[config.mk]
export PLATFORM = sky130hd
export DESIGN_NAME = fetch_stage_flat
export DESIGN_NICKNAME = d
export VERILOG_FILES = /design/src/rtl/fetch_stage_if.sv /design/src/rtl/fetch_stage.sv /design/src/flat_wrapper.sv
export SDC_FILE = /design/constraint.sdc
export NUM_CORES = 1
export LEC_CHECK = 0
export BUFFER_PORTS_ARGS = -buffer_cell sky130_fd_sc_hd__buf_2
export CAP_MARGIN = 20
export CELL_PAD_IN_SITES_DETAIL_PLACEMENT = 0
export CELL_PAD_IN_SITES_GLOBAL_PLACEMENT = 1
export CORE_MARGIN = 3
export CORE_UTILIZATION = 25
export CTS_BUF_LIST = sky130_fd_sc_hd__clkbuf_4
export CTS_CLUSTER_DIAMETER = 40
export DETAILED_ROUTE_END_ITERATION = 8
export PLACE_DENSITY = 0.62
export SKIP_LAST_GASP = 1
export SLEW_MARGIN = 20
export SYNTH_ARGS = -nofsm -noshare
export SYNTH_HDL_FRONTEND = slang
export SYNTH_SLANG_ARGS = --single-unit
[constraint.sdc]
create_clock -name clk -period 4.9 [get_ports clk]
set_input_delay 0.49 -clock clk [delete_from_list [all_inputs] [get_ports clk]]
set_output_delay 0.49 -clock clk [all_outputs]
set_load 0.02 [all_outputs]
[src/rtl/fetch_stage_if.sv]
// Fetch-stage bus bundle: instruction-memory port, decode-side controls and IF/ID outputs.
// master = fetch stage, slave = surrounding pipeline / memory.
interface fetch_stage_if #(
    parameter int ADDR_WIDTH = 5,
    parameter int CNT_WIDTH  = 16
);
    logic [ADDR_WIDTH-1:0] imem_addr;
    logic [31:0]           imem_instr;
    logic                  stall;
    logic                  redirect_valid;
    logic [ADDR_WIDTH-1:0] redirect_target;
    logic [31:0]           if_id_instr;
    logic [ADDR_WIDTH-1:0] if_id_pc;
    logic                  if_id_valid;
    logic                  halted;
    logic [CNT_WIDTH-1:0]  fetch_count;

    modport master (
        output imem_addr, if_id_instr, if_id_pc, if_id_valid, halted, fetch_count,
        input  imem_instr, stall, redirect_valid, redirect_target
    );

    modport slave (
        input  imem_addr, if_id_instr, if_id_pc, if_id_valid, halted, fetch_count,
        output imem_instr, stall, redirect_valid, redirect_target
    );
endinterface

[src/rtl/fetch_stage.sv]
// Instruction-fetch stage: owns the PC, fills the IF/ID register, handles stall/redirect/halt.
// Optional macro FETCH_JUMP_PREDECODE_EN: J opcodes steer next_pc without a bubble.
module fetch_stage #(
    parameter int                    ADDR_WIDTH = 5,
    parameter logic [31:0]           HALT_WORD  = 32'hFC000000,
    parameter logic [ADDR_WIDTH-1:0] RESET_PC   = '0,
    parameter int                    CNT_WIDTH  = 16
) (
    input  logic          clk,
    input  logic          reset,
    fetch_stage_if.master bus
);
    localparam logic [1:0] S_BOOT = 2'd0;
    localparam logic [1:0] S_RUN  = 2'd1;
    localparam logic [1:0] S_HALT = 2'd2;

    localparam logic [ADDR_WIDTH-1:0] PC_ONE  = 1;
    localparam logic [CNT_WIDTH-1:0]  CNT_ONE = 1;

    logic [1:0]            state_q, state_d;
    logic [ADDR_WIDTH-1:0] pc_q, pc_d;
    logic [31:0]           instr_q, instr_d;
    logic [ADDR_WIDTH-1:0] ifPc_q, ifPc_d;
    logic                  valid_q, valid_d;
    logic                  halted_q, halted_d;
    logic [CNT_WIDTH-1:0]  count_q, count_d;
    logic [ADDR_WIDTH-1:0] nextPc;

    always_comb begin
`ifdef FETCH_JUMP_PREDECODE_EN
        if (bus.imem_instr[31:26] == 6'b000110) begin
            nextPc = bus.imem_instr[ADDR_WIDTH-1:0];
        end else begin
            nextPc = pc_q + PC_ONE;
        end
`else
        nextPc = pc_q + PC_ONE;
`endif
    end

    // Redirect outranks stall so a resolved branch is never lost behind a decode stall.
    always_comb begin
        state_d  = state_q;
        pc_d     = pc_q;
        instr_d  = instr_q;
        ifPc_d   = ifPc_q;
        valid_d  = valid_q;
        halted_d = halted_q;
        count_d  = count_q;
        case (state_q)
            S_BOOT: begin
                valid_d = 1'b0;
                state_d = S_RUN;
            end
            S_RUN: begin
                if (bus.redirect_valid) begin
                    pc_d    = bus.redirect_target;
                    valid_d = 1'b0;
                end else if (bus.stall) begin
                    valid_d = valid_q;
                end else if (bus.imem_instr == HALT_WORD) begin
                    valid_d  = 1'b0;
                    halted_d = 1'b1;
                    state_d  = S_HALT;
                end else begin
                    instr_d = bus.imem_instr;
                    ifPc_d  = pc_q;
                    valid_d = 1'b1;
                    pc_d    = nextPc;
                    if (count_q != '1) begin
                        count_d = count_q + CNT_ONE;
                    end
                end
            end
            S_HALT: begin
                valid_d  = 1'b0;
                halted_d = 1'b1;
            end
            default: begin
                state_d = S_BOOT;
                valid_d = 1'b0;
            end
        endcase
    end

    always_ff @(posedge clk) begin
        if (reset) begin
            state_q  <= S_BOOT;
            pc_q     <= RESET_PC;
            instr_q  <= '0;
            ifPc_q   <= '0;
            valid_q  <= 1'b0;
            halted_q <= 1'b0;
            count_q  <= '0;
        end else begin
            state_q  <= state_d;
            pc_q     <= pc_d;
            instr_q  <= instr_d;
            ifPc_q   <= ifPc_d;
            valid_q  <= valid_d;
            halted_q <= halted_d;
            count_q  <= count_d;
        end
    end

    assign bus.imem_addr   = pc_q;
    assign bus.if_id_instr = instr_q;
    assign bus.if_id_pc    = ifPc_q;
    assign bus.if_id_valid = valid_q;
    assign bus.halted      = halted_q;
    assign bus.fetch_count = count_q;
endmodule

[src/flat_wrapper.sv]
// flat-port wrapper written by rule: the top's interface ports become plain ports
module fetch_stage_flat 
#(
    parameter int                    ADDR_WIDTH = 5,
    parameter logic [31:0]           HALT_WORD  = 32'hFC000000,
    parameter logic [ADDR_WIDTH-1:0] RESET_PC   = '0,
    parameter int                    CNT_WIDTH  = 16
)
  (clk, reset, bus_imem_addr, bus_if_id_instr, bus_if_id_pc, bus_if_id_valid, bus_halted, bus_fetch_count, bus_imem_instr, bus_stall, bus_redirect_valid, bus_redirect_target);
  fetch_stage_if #(.ADDR_WIDTH(ADDR_WIDTH), .CNT_WIDTH(CNT_WIDTH)) bus_i ();
  input  logic clk;
  input  logic reset;
  output wire logic [$bits(bus_i.imem_addr)-1:0] bus_imem_addr;
  output wire logic [$bits(bus_i.if_id_instr)-1:0] bus_if_id_instr;
  output wire logic [$bits(bus_i.if_id_pc)-1:0] bus_if_id_pc;
  output wire logic [$bits(bus_i.if_id_valid)-1:0] bus_if_id_valid;
  output wire logic [$bits(bus_i.halted)-1:0] bus_halted;
  output wire logic [$bits(bus_i.fetch_count)-1:0] bus_fetch_count;
  input wire logic [$bits(bus_i.imem_instr)-1:0] bus_imem_instr;
  input wire logic [$bits(bus_i.stall)-1:0] bus_stall;
  input wire logic [$bits(bus_i.redirect_valid)-1:0] bus_redirect_valid;
  input wire logic [$bits(bus_i.redirect_target)-1:0] bus_redirect_target;
  assign bus_imem_addr = bus_i.imem_addr;
  assign bus_if_id_instr = bus_i.if_id_instr;
  assign bus_if_id_pc = bus_i.if_id_pc;
  assign bus_if_id_valid = bus_i.if_id_valid;
  assign bus_halted = bus_i.halted;
  assign bus_fetch_count = bus_i.fetch_count;
  assign bus_i.imem_instr = bus_imem_instr;
  assign bus_i.stall = bus_stall;
  assign bus_i.redirect_valid = bus_redirect_valid;
  assign bus_i.redirect_target = bus_redirect_target;
  fetch_stage #(.ADDR_WIDTH(ADDR_WIDTH), .HALT_WORD(HALT_WORD), .RESET_PC(RESET_PC), .CNT_WIDTH(CNT_WIDTH)) u_core (.clk(clk), .reset(reset), .bus(bus_i));
endmodule
==> impl_summary.log, run 1 <==
[metrics] synthesized instance count: 328
[metrics] sequence of cells on the critical path: ha_1 -> nand4_1 -> nor4_2 -> buf_4 -> or2_1 -> or4_1 -> a21oi_1
[metrics] global placement routability congestion: 0.779
[metrics] input/output buffers: 100
[metrics] share of the synthesized area in the top cell type: 41.3%
[metrics] Worst EP required: 5190 ps
[metrics] critical path peak fanout: 11
[metrics] average cell area after synthesis: 9.17 sq um
[metrics] count of state elements after synthesis: 62
[metrics] Post-Syn Nets: 371
[metrics] fraction of the cycle the final worst path needs: 49.9%
[metrics] clock sink count: 62
[metrics] Flop pwr share: 53.2%
[metrics] share of flip-flops with an asynchronous set or reset after synthesis: 0%
[metrics] share of post-route cells with drive strength above 1: 48.3%
[metrics] category of cells accounting for the largest share of critical-path delay: simple AND/OR/NAND/NOR gates
[metrics] buffer levels on the longest clock path: 2
[metrics] sequential element share of the synthesized area: 41.3%
[metrics] dominant cell type by area after synthesis: dfxtp_1
[metrics] clk_lat worst skew: 420 ps
[metrics] synth warn: 0
[metrics] CTS tree: done
[metrics] footprint of the flip-flops and latches: 0.00124 sq mm
[metrics] global-route wire length before repair: 13,300 um
[metrics] Clk pwr share: 35.1%
[metrics] Fmax achieved: 409 MHz
[metrics] largest net degree at the start of global routing: 39
[metrics] cell area after synthesis: 0.00301 sq mm
[metrics] area enclosed by the die boundary: 0.0134 sq mm
[metrics] Inserted Diodes: 0
[metrics] via count of the first global-routing pass: 2,607
[metrics] worst relative slew slack: 33.7%
[metrics] final non-filler cell area: 0.00370 sq mm
[metrics] sw frac: 29.0%
[metrics] maximum level of the CTS H-tree: 3
[metrics] pin slew with the least headroom to its limit: 992 ps
[metrics] Pint: 0.000712 W
[metrics] gr ovfl total: 0
[metrics] Post-CTS Setup Bufs: 0
[metrics] filler instances: 1,229
[metrics] tightest hold margin: 300 ps
[metrics] leakage power summed over all cells: 1.41 nW
[metrics] post-cts hold buffer count: 0
[metrics] via count: 2,742
[metrics] final setup margin: 2460 ps
[metrics] worst endpoint data arrival time: 2730 ps
[metrics] EDFF count, synth: 0
[metrics] final number of setup-violating endpoints: 0
[metrics] placeable core region: 0.0116 sq mm
[metrics] number of nets still failing antenna checks after routing: 0
[metrics] clock tree root buffer cell: clkbuf_4
[metrics] setup tns final: 0 ps
[metrics] Num CTS Buffers: 9
[metrics] die extent in y: 116 um
[metrics] most area-consuming cells after synthesis: dfxtp_1 41%, a21oi_2 12%, nand2_2 7.7%
[metrics] slowest cell on the critical path: nor4_2
[metrics] Synth-to-Final Area Change: 23.1%
[metrics] clk slew on worst S/H paths: 110 ps
[metrics] drt first-iter violations: 213
[metrics] overall routed net length: 8410 um
[metrics] Total GRT Usage: 12.6%
[metrics] Slowest Stage Delay on Critical Path: 630 ps
[metrics] total number of placement rows: 39
[metrics] multi-input combinational cell area: 0.00160 sq mm
[metrics] net count of the finished layout: 467
[metrics] Detailed Place HPWL: 6000 um
[metrics] peak ir drop on the vdd network: 0.0000974 V
[metrics] clock period minus worst slack: 2440 ps
[metrics] Post-Place Setup Slack: 2500 ps
[metrics] first-pass iteration count of the detailed router: 4
[metrics] ys flop type: dfxtp_1
[metrics] critical path endpoint category: flop
[metrics] DRC errors left: 0
[metrics] max-cap violations: 0
[metrics] power share of the combinational group: 11.7%
[metrics] Crit Path Category: flop to flop
[metrics] Pwr Density: 271 mW/mm^2
[metrics] final hold viol count: 0
[metrics] die extent in x: 116 um
[metrics] setup repair after global routing missed its margin: false
[metrics] HP Class: input port to flop
[metrics] Post-synth top cells: 62 x dfxtp_1, 50 x nand2_1, 40 x a21oi_2
[metrics] Yosys cell types: 49
[metrics] number of max-slew violations in the final report: 0
[metrics] most instantiated library cell after synthesis: dfxtp_1
[metrics] post-detailed-route wirelength per cell: 14.7 um
[metrics] crit start category: flop
[metrics] run status: complete, no violations
[metrics] number of antenna violations at the first check in global routing: 1
[metrics] post-route clock skew: 13.6 ps
[metrics] standard cell area after detailed placement: 0.00357 sq mm
[metrics] routed vias/inst: 4.79
[metrics] starting density of the core: 26.0%
[metrics] number of buffers and inverters on the critical path: 1
[metrics] IO Pins: 101
[metrics] post-cts gate resize count: 0
[metrics] net switching power figure: 0.000290 W
[worst reg2reg max path, stage by stage (launching register included)]
cell	delay (ps)
dfxtp_1	490
ha_1	260
nand4_1	130
nor4_2	630
buf_4	300
or2_1	290
or4_1	160
a21oi_1	60
[sequential cells by signal, indices dropped and copies added (netlist names)]
register	count
u_core.bus.fetch_count	16
u_core.bus.if_id_pc	5
u_core.state_q	2
u_core.bus.if_id_instr	32
u_core.bus.halted	1
u_core.bus.imem_addr	5
u_core.bus.if_id_valid	1
[layer usage]
metal | global-route usage, % | vias to the layer above | wire, um | part of all wire (%)
met5 | 0 | - | 13 | 0.15
met4 | 4.33 | 2 | 98 | 1.2
met3 | 4.86 | 9 | 642 | 7.6
met2 | 19.5 | 81 | 3750 | 45
met1 | 16.2 | 1279 | 3910 | 46
li1 | - | 1371 | - | -
[final timing paths]
path / to / cells after the start / start / slack [ps]
worst max-delay path: u_core.bus.fetch_count[13] / 7 / u_core.bus.fetch_count[0] / 2460
worst min-delay path: u_core.bus.imem_addr[2] / 3 / bus_redirect_target[2] / 300
worst max register to register: u_core.bus.fetch_count[13] / 7 / u_core.bus.fetch_count[0] / 2460
worst min register to register: u_core.bus.if_id_instr[4] / 2 / u_core.bus.if_id_instr[4] / 460
[layout make-up]
| cell class | count | share of cell area (%) |
|---|---|---|
| Clock buffer | 9 | 1.82 |
| Clock inverter | 7 | 1.76 |
| Inverter | 6 | 0.608 |
| Multi-Input combinational cell | 241 | 43.1 |
| Sequential cell | 62 | 33.5 |
| Tap cell | 143 | 4.83 |
| Timing Repair Buffer | 104 | 14.3 |
[logic make-up (layout without fill, tap and decap cells)]
logic type,count (synthesis),count (layout),share of synthesized area (%)
flops,62,62,41.3
fa+ha+maj,2,2,0.832
simple gates,151,151,28.4
compound gates,85,85,22.5
mux,3,3,1.04
buf+inv,25,126,5.99
[cell usage in the layout (no fill, tap or decap), types with 2 or more instances in the layout]
master,n
nor4_2,2
nand2_2,37
ha_1,2
nor2_1,11
a21oi_1,14
clkbuf_4,9
a32oi_1,3
dfxtp_1,62
buf_2,100
buf_4,4
mux2i_1,2
clkinv_2,3
nor4_1,5
a21oi_2,40
o311ai_1,3
nand3_1,10
or3_1,5
nor2b_1,2
o31ai_1,10
nand2_1,50
inv_1,6
o21ai_2,3
nand4_1,6
a211o_1,3
or4_1,10
[power by group through the flow]
stage               Clock, W  Combinational, W  Sequential (W)
floorplan                  0         0.0000603        0.000559
global placement           0          0.000118        0.000544
detailed placement         0          0.000119        0.000545
CTS                 0.000372          0.000119        0.000533
global route        0.000386          0.000130        0.000536
finish              0.000352          0.000117        0.000533
[through the flow]
step,total power [W],cells,utilization [%]
finish,0.00100,572,32.0
global route,0.00105,572,32.0
CTS,0.00102,572,32.0
detailed placement,0.000664,556,30.9
global placement,0.000663,556,30.9
floorplan,0.000619,328,-
Power figures use the tool's default switching activity.
==> inputs of run 2 (changes only) <==
--- a/config.mk
+++ b/config.mk
@@ -14,7 +14,7 @@
 export CTS_BUF_LIST = sky130_fd_sc_hd__clkbuf_4
 export CTS_CLUSTER_DIAMETER = 40
 export DETAILED_ROUTE_END_ITERATION = 8
-export PLACE_DENSITY = 0.62
+export PLACE_DENSITY = 0.64
 export SKIP_LAST_GASP = 1
 export SLEW_MARGIN = 20
 export SYNTH_ARGS = -nofsm -noshare
==> constraint.sdc (replaced) <==
create_clock -name clk -period 2 [get_ports clk]
set_input_delay 0.2 -clock clk [delete_from_list [all_inputs] [get_ports clk]]
set_output_delay 0.2 -clock clk [all_outputs]
set_load 0.02 [all_outputs]
==> impl_summary.log, run 2 (synthesized netlist as in run 1, its figures left out) <==
[metrics] run status: complete, no violations
[metrics] number of nets still failing antenna checks after routing: 0
[metrics] global-route wire length before repair: 13,500 um
[metrics] critical path peak fanout: 4
[metrics] post-detailed-route wirelength per cell: 14.2 um
[metrics] Fmax achieved: 521 MHz
[metrics] clk_lat worst skew: 400 ps
[metrics] number of antenna violations at the first check in global routing: 0
[metrics] category of cells accounting for the largest share of critical-path delay: simple AND/OR/NAND/NOR gates
[metrics] fraction of the cycle the final worst path needs: 96.0%
[metrics] number of flip-flops in the largest register: 32
[metrics] die extent in y: 116 um
[metrics] net count of the finished layout: 489
[metrics] number of max-slew violations in the final report: 0
[metrics] gr ovfl total: 0
[metrics] PnR Total Power: 0.00250 W
[metrics] startpoint of the worst register-to-register path: u_core.bus.fetch_count[2]
[metrics] clock sink count: 62
[metrics] Slowest Stage Delay on Critical Path: 520 ps
[metrics] destination of the worst register-to-register timing path: u_core.bus.fetch_count[15]
[metrics] worst endpoint data arrival time: 2200 ps
[metrics] most frequent standard cell in the layout excluding fill and tap cells: buf_2
[metrics] max-cap violations: 0
[metrics] peak ir drop on the vdd network: 0.000283 V
[metrics] Detailed Place HPWL: 5890 um
[metrics] tightest hold margin: 41.4 ps
[metrics] largest net degree at the start of global routing: 61
[metrics] IO Pins: 101
[metrics] register-to-register path setup slack: 110 ps
[metrics] count of non-filler cells in the finished layout: 594
[metrics] number of buffers and inverters on the critical path: 2
[metrics] share of post-route cells with drive strength above 1: 48.6%
[metrics] setup tns final: 0 ps
[metrics] standard cell area after detailed placement: 0.00369 sq mm
[metrics] overall routed net length: 8420 um
[metrics] maximum level of the CTS H-tree: 3
[metrics] total number of placement rows: 39
[metrics] Crit Path Category: input port to flop
[metrics] die extent in x: 116 um
[metrics] CP Depth: 7
[metrics] setup repair after global routing missed its margin: true
[metrics] CTS tree: done
[metrics] final number of setup-violating endpoints: 0
[metrics] post-route clock skew: 13.0 ps
[metrics] cell depth of the worst hold path: 3
[metrics] clk slew on worst S/H paths: 110 ps
[metrics] critical path endpoint category: flop
[metrics] clock period minus worst slack: 1920 ps
[metrics] buffer levels on the longest clock path: 2
[metrics] Worst Hold End: u_core.bus.if_id_instr[15]
[metrics] Num CTS Buffers: 9
[metrics] # placed instances: 565
[metrics] first-pass iteration count of the detailed router: 4
[metrics] routed vias/inst: 4.80
[metrics] drt first-iter violations: 108
[metrics] crit start category: input port
[metrics] pin slew with the least headroom to its limit: 498 ps
[metrics] via count: 2,849
[metrics] Inserted Diodes: 0
[metrics] number of cells on the worst reg-to-reg path: 5
[metrics] slowest cell on the critical path: dlygate4sd3_1
[metrics] Pwr Density: 630 mW/mm^2
[metrics] hold path startpoint: bus_imem_instr[15]
[metrics] leakage power summed over all cells: 1.54 nW
[metrics] worst relative slew slack: 66.5%
[metrics] Synth-to-Final Area Change: 32.1%
[metrics] placeable core region: 0.0116 sq mm
[metrics] input/output buffers: 100
[metrics] final hold viol count: 0
[metrics] leading cell types in the layout, fill and taps excluded: 100 x buf_2, 62 x dfxtp_1, 50 x nand2_1
[metrics] final non-filler cell area: 0.00397 sq mm
[metrics] Total GRT Usage: 12.6%
[metrics] DRC errors left: 0
[metrics] clock tree root buffer cell: clkbuf_4
[metrics] starting density of the core: 26.0%
[metrics] global placement routability congestion: 0.740
[metrics] HP Class: input port to flop
[metrics] via count of the first global-routing pass: 2,778
[metrics] sequence of cells on the critical path: dlygate4sd3_1 -> buf_2 -> nor4_2 -> and4bb_2 -> a211o_1 -> nor4bb_1 -> mux2_1
[metrics] Worst EP required: 2280 ps
[metrics] area enclosed by the die boundary: 0.0134 sq mm
==> run 2: cell types whose count changed in the layout (fill, tap and decap cells not counted), sizes merged <==
| cell | change |
|---|---|
| clkbuf | +2 |
| clkinv | -2 |
| dlygate4sd3 | +12 |
| buf | +10 |
==> run 2: timing repair <==
item                       in CTS  in global routing
gates resized for setup         0                  5
setup buffers                   0                  1
setup endpoints to repair       0                 50
hold endpoints to repair       11                  1
hold buffers                   11                  1
==> run 2: layer usage <==
metal  vias to the layer above  GRT usage [%]  part of all wire [%]  routed length (um)
met5                         -              0                     0                   0
met1                      1342           15.7                    45                3790
met4                         0           3.87                   1.3                 113
met2                        85           19.8                    45                3830
met3                        11           5.48                   8.2                 691
li1                       1411              -                     -                   -
==> run 2: final cells by class <==
| class | count | area [sq um] |
|---|---|---|
| multi-input cells | 241 | 1620 |
| inverters | 6 | 22.5 |
| repair buffers | 126 | 776 |
| well taps | 143 | 179 |
| flip-flops and latches | 62 | 1240 |
| clock inverters | 5 | 50.0 |
| clock buffers | 11 | 82.6 |
| fillers | 1216 | 7590 |
==> run 2: how the worst max path moves through the flow <==
stage	startpoint	endpoint
after floorplan	u_core.bus.fetch_count[0]	u_core.bus.fetch_count[5]
final	bus_imem_instr[6]	u_core.bus.fetch_count[15]
after CTS	bus_imem_instr[6]	u_core.bus.fetch_count[15]
after global placement	bus_imem_instr[1]	u_core.bus.fetch_count[15]
after global routing	bus_imem_instr[17]	u_core.bus.if_id_instr[10]
after detailed placement	bus_imem_instr[1]	u_core.bus.fetch_count[15]
==> run 2: worst min-delay path, cell delays in order <==
cell,delay [ps]
buf_2,110
nand2_1,60
a21oi_2,40
==> run 2: power by group <==
part	switching (W)	internal, W
combinational	0.000195	0.000133
clock	0.000473	0.000400
sequential	0.0000331	0.00127
total	0.000700	0.00180
==> run 2: stage by stage <==
step / util [%] / worst slack, ps
2_1_floorplan: - / 99.6
3_3_place_gp: 31.9 / 52.4
3_5_place_dp: 31.9 / -2.50
4_1_cts: 34.0 / 61.1
5_1_grt: 34.4 / -62.4
6_report: 34.4 / 81.0
==> inputs of run 3 (changes only) <==
--- a/config.mk
+++ b/config.mk
@@ -5,7 +5,6 @@
 export SDC_FILE = /design/constraint.sdc
 export NUM_CORES = 1
 export LEC_CHECK = 0
-export BUFFER_PORTS_ARGS = -buffer_cell sky130_fd_sc_hd__buf_2
 export CAP_MARGIN = 20
 export CELL_PAD_IN_SITES_DETAIL_PLACEMENT = 0
 export CELL_PAD_IN_SITES_GLOBAL_PLACEMENT = 1
@@ -14,7 +13,8 @@
 export CTS_BUF_LIST = sky130_fd_sc_hd__clkbuf_4
 export CTS_CLUSTER_DIAMETER = 40
 export DETAILED_ROUTE_END_ITERATION = 8
-export PLACE_DENSITY = 0.64
+export DONT_BUFFER_PORTS = 1
+export PLACE_DENSITY = 0.53
 export SKIP_LAST_GASP = 1
 export SLEW_MARGIN = 20
 export SYNTH_ARGS = -nofsm -noshare
==> impl_summary.log, run 3 (synthesized netlist as in run 1, its figures left out) <==
[metrics] standard cell area after detailed placement: 0.00329 sq mm
[metrics] leakage power summed over all cells: 1.24 nW
[metrics] post-detailed-route wirelength per cell: 16.1 um
[metrics] CTS tree: done
[metrics] post-route clock skew: 8.16 ps
[metrics] Clk pwr share: 30.5%
[metrics] via count of the first global-routing pass: 2,609
[metrics] Fmax achieved: 540 MHz
[metrics] routed vias/inst: 4.87
[metrics] leading cell types in the layout, fill and taps excluded: 62 x dfxtp_1, 50 x nand2_1, 40 x a21oi_2
[metrics] first-pass iteration count of the detailed router: 4
[metrics] DRC errors left: 0
[metrics] HP Class: input port to flop
[metrics] via count: 2,609
[metrics] overall routed net length: 8620 um
[metrics] clk_lat worst skew: 410 ps
[metrics] starting density of the core: 26.0%
[metrics] setup repair after global routing missed its margin: false
[metrics] critical path endpoint category: flop
[metrics] number of nets still failing antenna checks after routing: 0
[metrics] startpoint of the worst register-to-register path: u_core.state_q[1]
[metrics] max-cap violations: 0
[metrics] final non-filler cell area: 0.00381 sq mm
[metrics] gr ovfl total: 0
[metrics] Pint: 0.00164 W
[metrics] sw frac: 28.9%
[metrics] setup tns final: 0 ps
[metrics] Flop pwr share: 58.5%
[metrics] area enclosed by the die boundary: 0.0134 sq mm
[metrics] buffer levels on the longest clock path: 2
[metrics] clock tree root buffer cell: clkbuf_4
[metrics] peak ir drop on the vdd network: 0.000281 V
[metrics] Worst EP required: 2320 ps
[metrics] pin slew with the least headroom to its limit: 459 ps
[metrics] Pwr Density: 604 mW/mm^2
[metrics] crit start category: flop
[metrics] Synth-to-Final Area Change: 26.6%
[metrics] worst endpoint data arrival time: 2170 ps
[metrics] die extent in x: 116 um
[metrics] clock sink count: 62
[metrics] Detailed Place HPWL: 5760 um
[metrics] total number of placement rows: 39
[metrics] number of flip-flops in the largest register: 32
[metrics] IO Pins: 101
[metrics] power share of the combinational group: 11.1%
[metrics] start point of the critical path: u_core.state_q[1]
[metrics] drt first-iter violations: 159
[metrics] die extent in y: 116 um
[metrics] most frequent standard cell in the layout excluding fill and tap cells: dfxtp_1
[metrics] fraction of the cycle the final worst path needs: 92.5%
[metrics] Total GRT Usage: 13.4%
[metrics] share of post-route cells with drive strength above 1: 33.6%
[metrics] global placement routability congestion: 0.718
[metrics] filler instances: 1,186
[metrics] number of max-slew violations in the final report: 0
[metrics] net count of the finished layout: 433
[metrics] number of cells on the worst reg-to-reg path: 7
[metrics] Num CTS Buffers: 9
[metrics] net switching power figure: 0.000665 W
[metrics] global-route wire length before repair: 13,600 um
[metrics] placeable core region: 0.0116 sq mm
[metrics] number of antenna violations at the first check in global routing: 0
[metrics] hold path startpoint: bus_redirect_valid
[metrics] input/output buffers: 0
[metrics] final number of setup-violating endpoints: 0
[metrics] clock period minus worst slack: 1850 ps
[metrics] worst relative slew slack: 69.4%
[metrics] maximum level of the CTS H-tree: 3
[metrics] run status: complete, no violations
[metrics] Crit Path Category: flop to flop
[metrics] final hold viol count: 0
[metrics] largest net degree at the start of global routing: 59
[metrics] post-cts gate resize count: 0
[metrics] Inserted Diodes: 0
[metrics] cell depth of the worst hold path: 2
[metrics] critical path peak fanout: 6
[metrics] clk slew on worst S/H paths: 110 ps
## run 3: changes by cell type in the layout (fill, tap and decap cells not counted), sizes merged
cell and delta:
clkinvlp -1, dlygate4sd3 +25, buf -81, clkbuf -1, clkinv +1, bufinv -1
## run 3: worst paths after layout
path | endpoint | slack, ps
worst max-delay path | u_core.bus.if_id_instr[23] | 150
worst min-delay path | u_core.bus.imem_addr[0] | 70
worst max register to register | u_core.bus.if_id_instr[23] | 150
worst min register to register | u_core.state_q[0] | 460
## run 3: metrics by stage
stage / util, % / hold WS, ps / cells / setup WS [ps] / power [W]
2_1_floorplan: - / 326 / 328 / 99.6 / 0.00152
3_5_place_dp: 28.4 / 274 / 480 / 177 / 0.00153
3_3_place_gp: 28.4 / 271 / 480 / 150 / 0.00153
6_report: 32.9 / 69.8 / 536 / 150 / 0.00230
5_1_grt: 32.9 / 45.2 / 536 / 53.8 / 0.00242
4_1_cts: 32.7 / 22.4 / 532 / 109 / 0.00234
## run 3: power groups by stage
stage | clock, W | sequential (W) | combinational (W)
2_1_floorplan | 0 | 0.00137 | 0.000148
3_3_place_gp | 0 | 0.00137 | 0.000157
3_5_place_dp | 0 | 0.00137 | 0.000159
4_1_cts | 0.000739 | 0.00135 | 0.000254
5_1_grt | 0.000792 | 0.00135 | 0.000281
6_report | 0.000701 | 0.00135 | 0.000255
## run 3: what timing repair did
item | in CTS | in global routing
setup endpoints to repair | 0 | 1
hold buffers | 38 | 0
buffers inserted | 0 | 4
endpoints found under the hold margin | 62 | 0
## run 3: area by class of cell
| cell class | instances | area, sq um | area share, % |
|---|---|---|---|
| multi-input combinational | 241 | 1600 | 42.0 |
| sequential | 62 | 1240 | 32.6 |
| timing repair buffer | 70 | 676 | 17.7 |
| tap | 143 | 179 | 4.70 |
| clock buffer | 10 | 75.1 | 1.97 |
| inverter | 6 | 22.5 | 0.592 |
| clock inverter | 4 | 16.3 | 0.427 |
## run 3: worst max-delay path: stages, from the launching register on
cell and delay (ps):
dfxtp_1 340, nand2b_1 170, nor3_2 230, o21ai_4 130, buf_4 200, nand2_2 80
a21oi_2 50, dlygate4sd3_1 560
## run 3: per-layer routing
layer	vias up	GRT usage (%)	routed length [um]
met5	-	0	0
met4	0	6.50	153
met3	13	5.22	673
met2	70	20.9	4050
met1	1225	16.2	3740
li1	1301	-	-
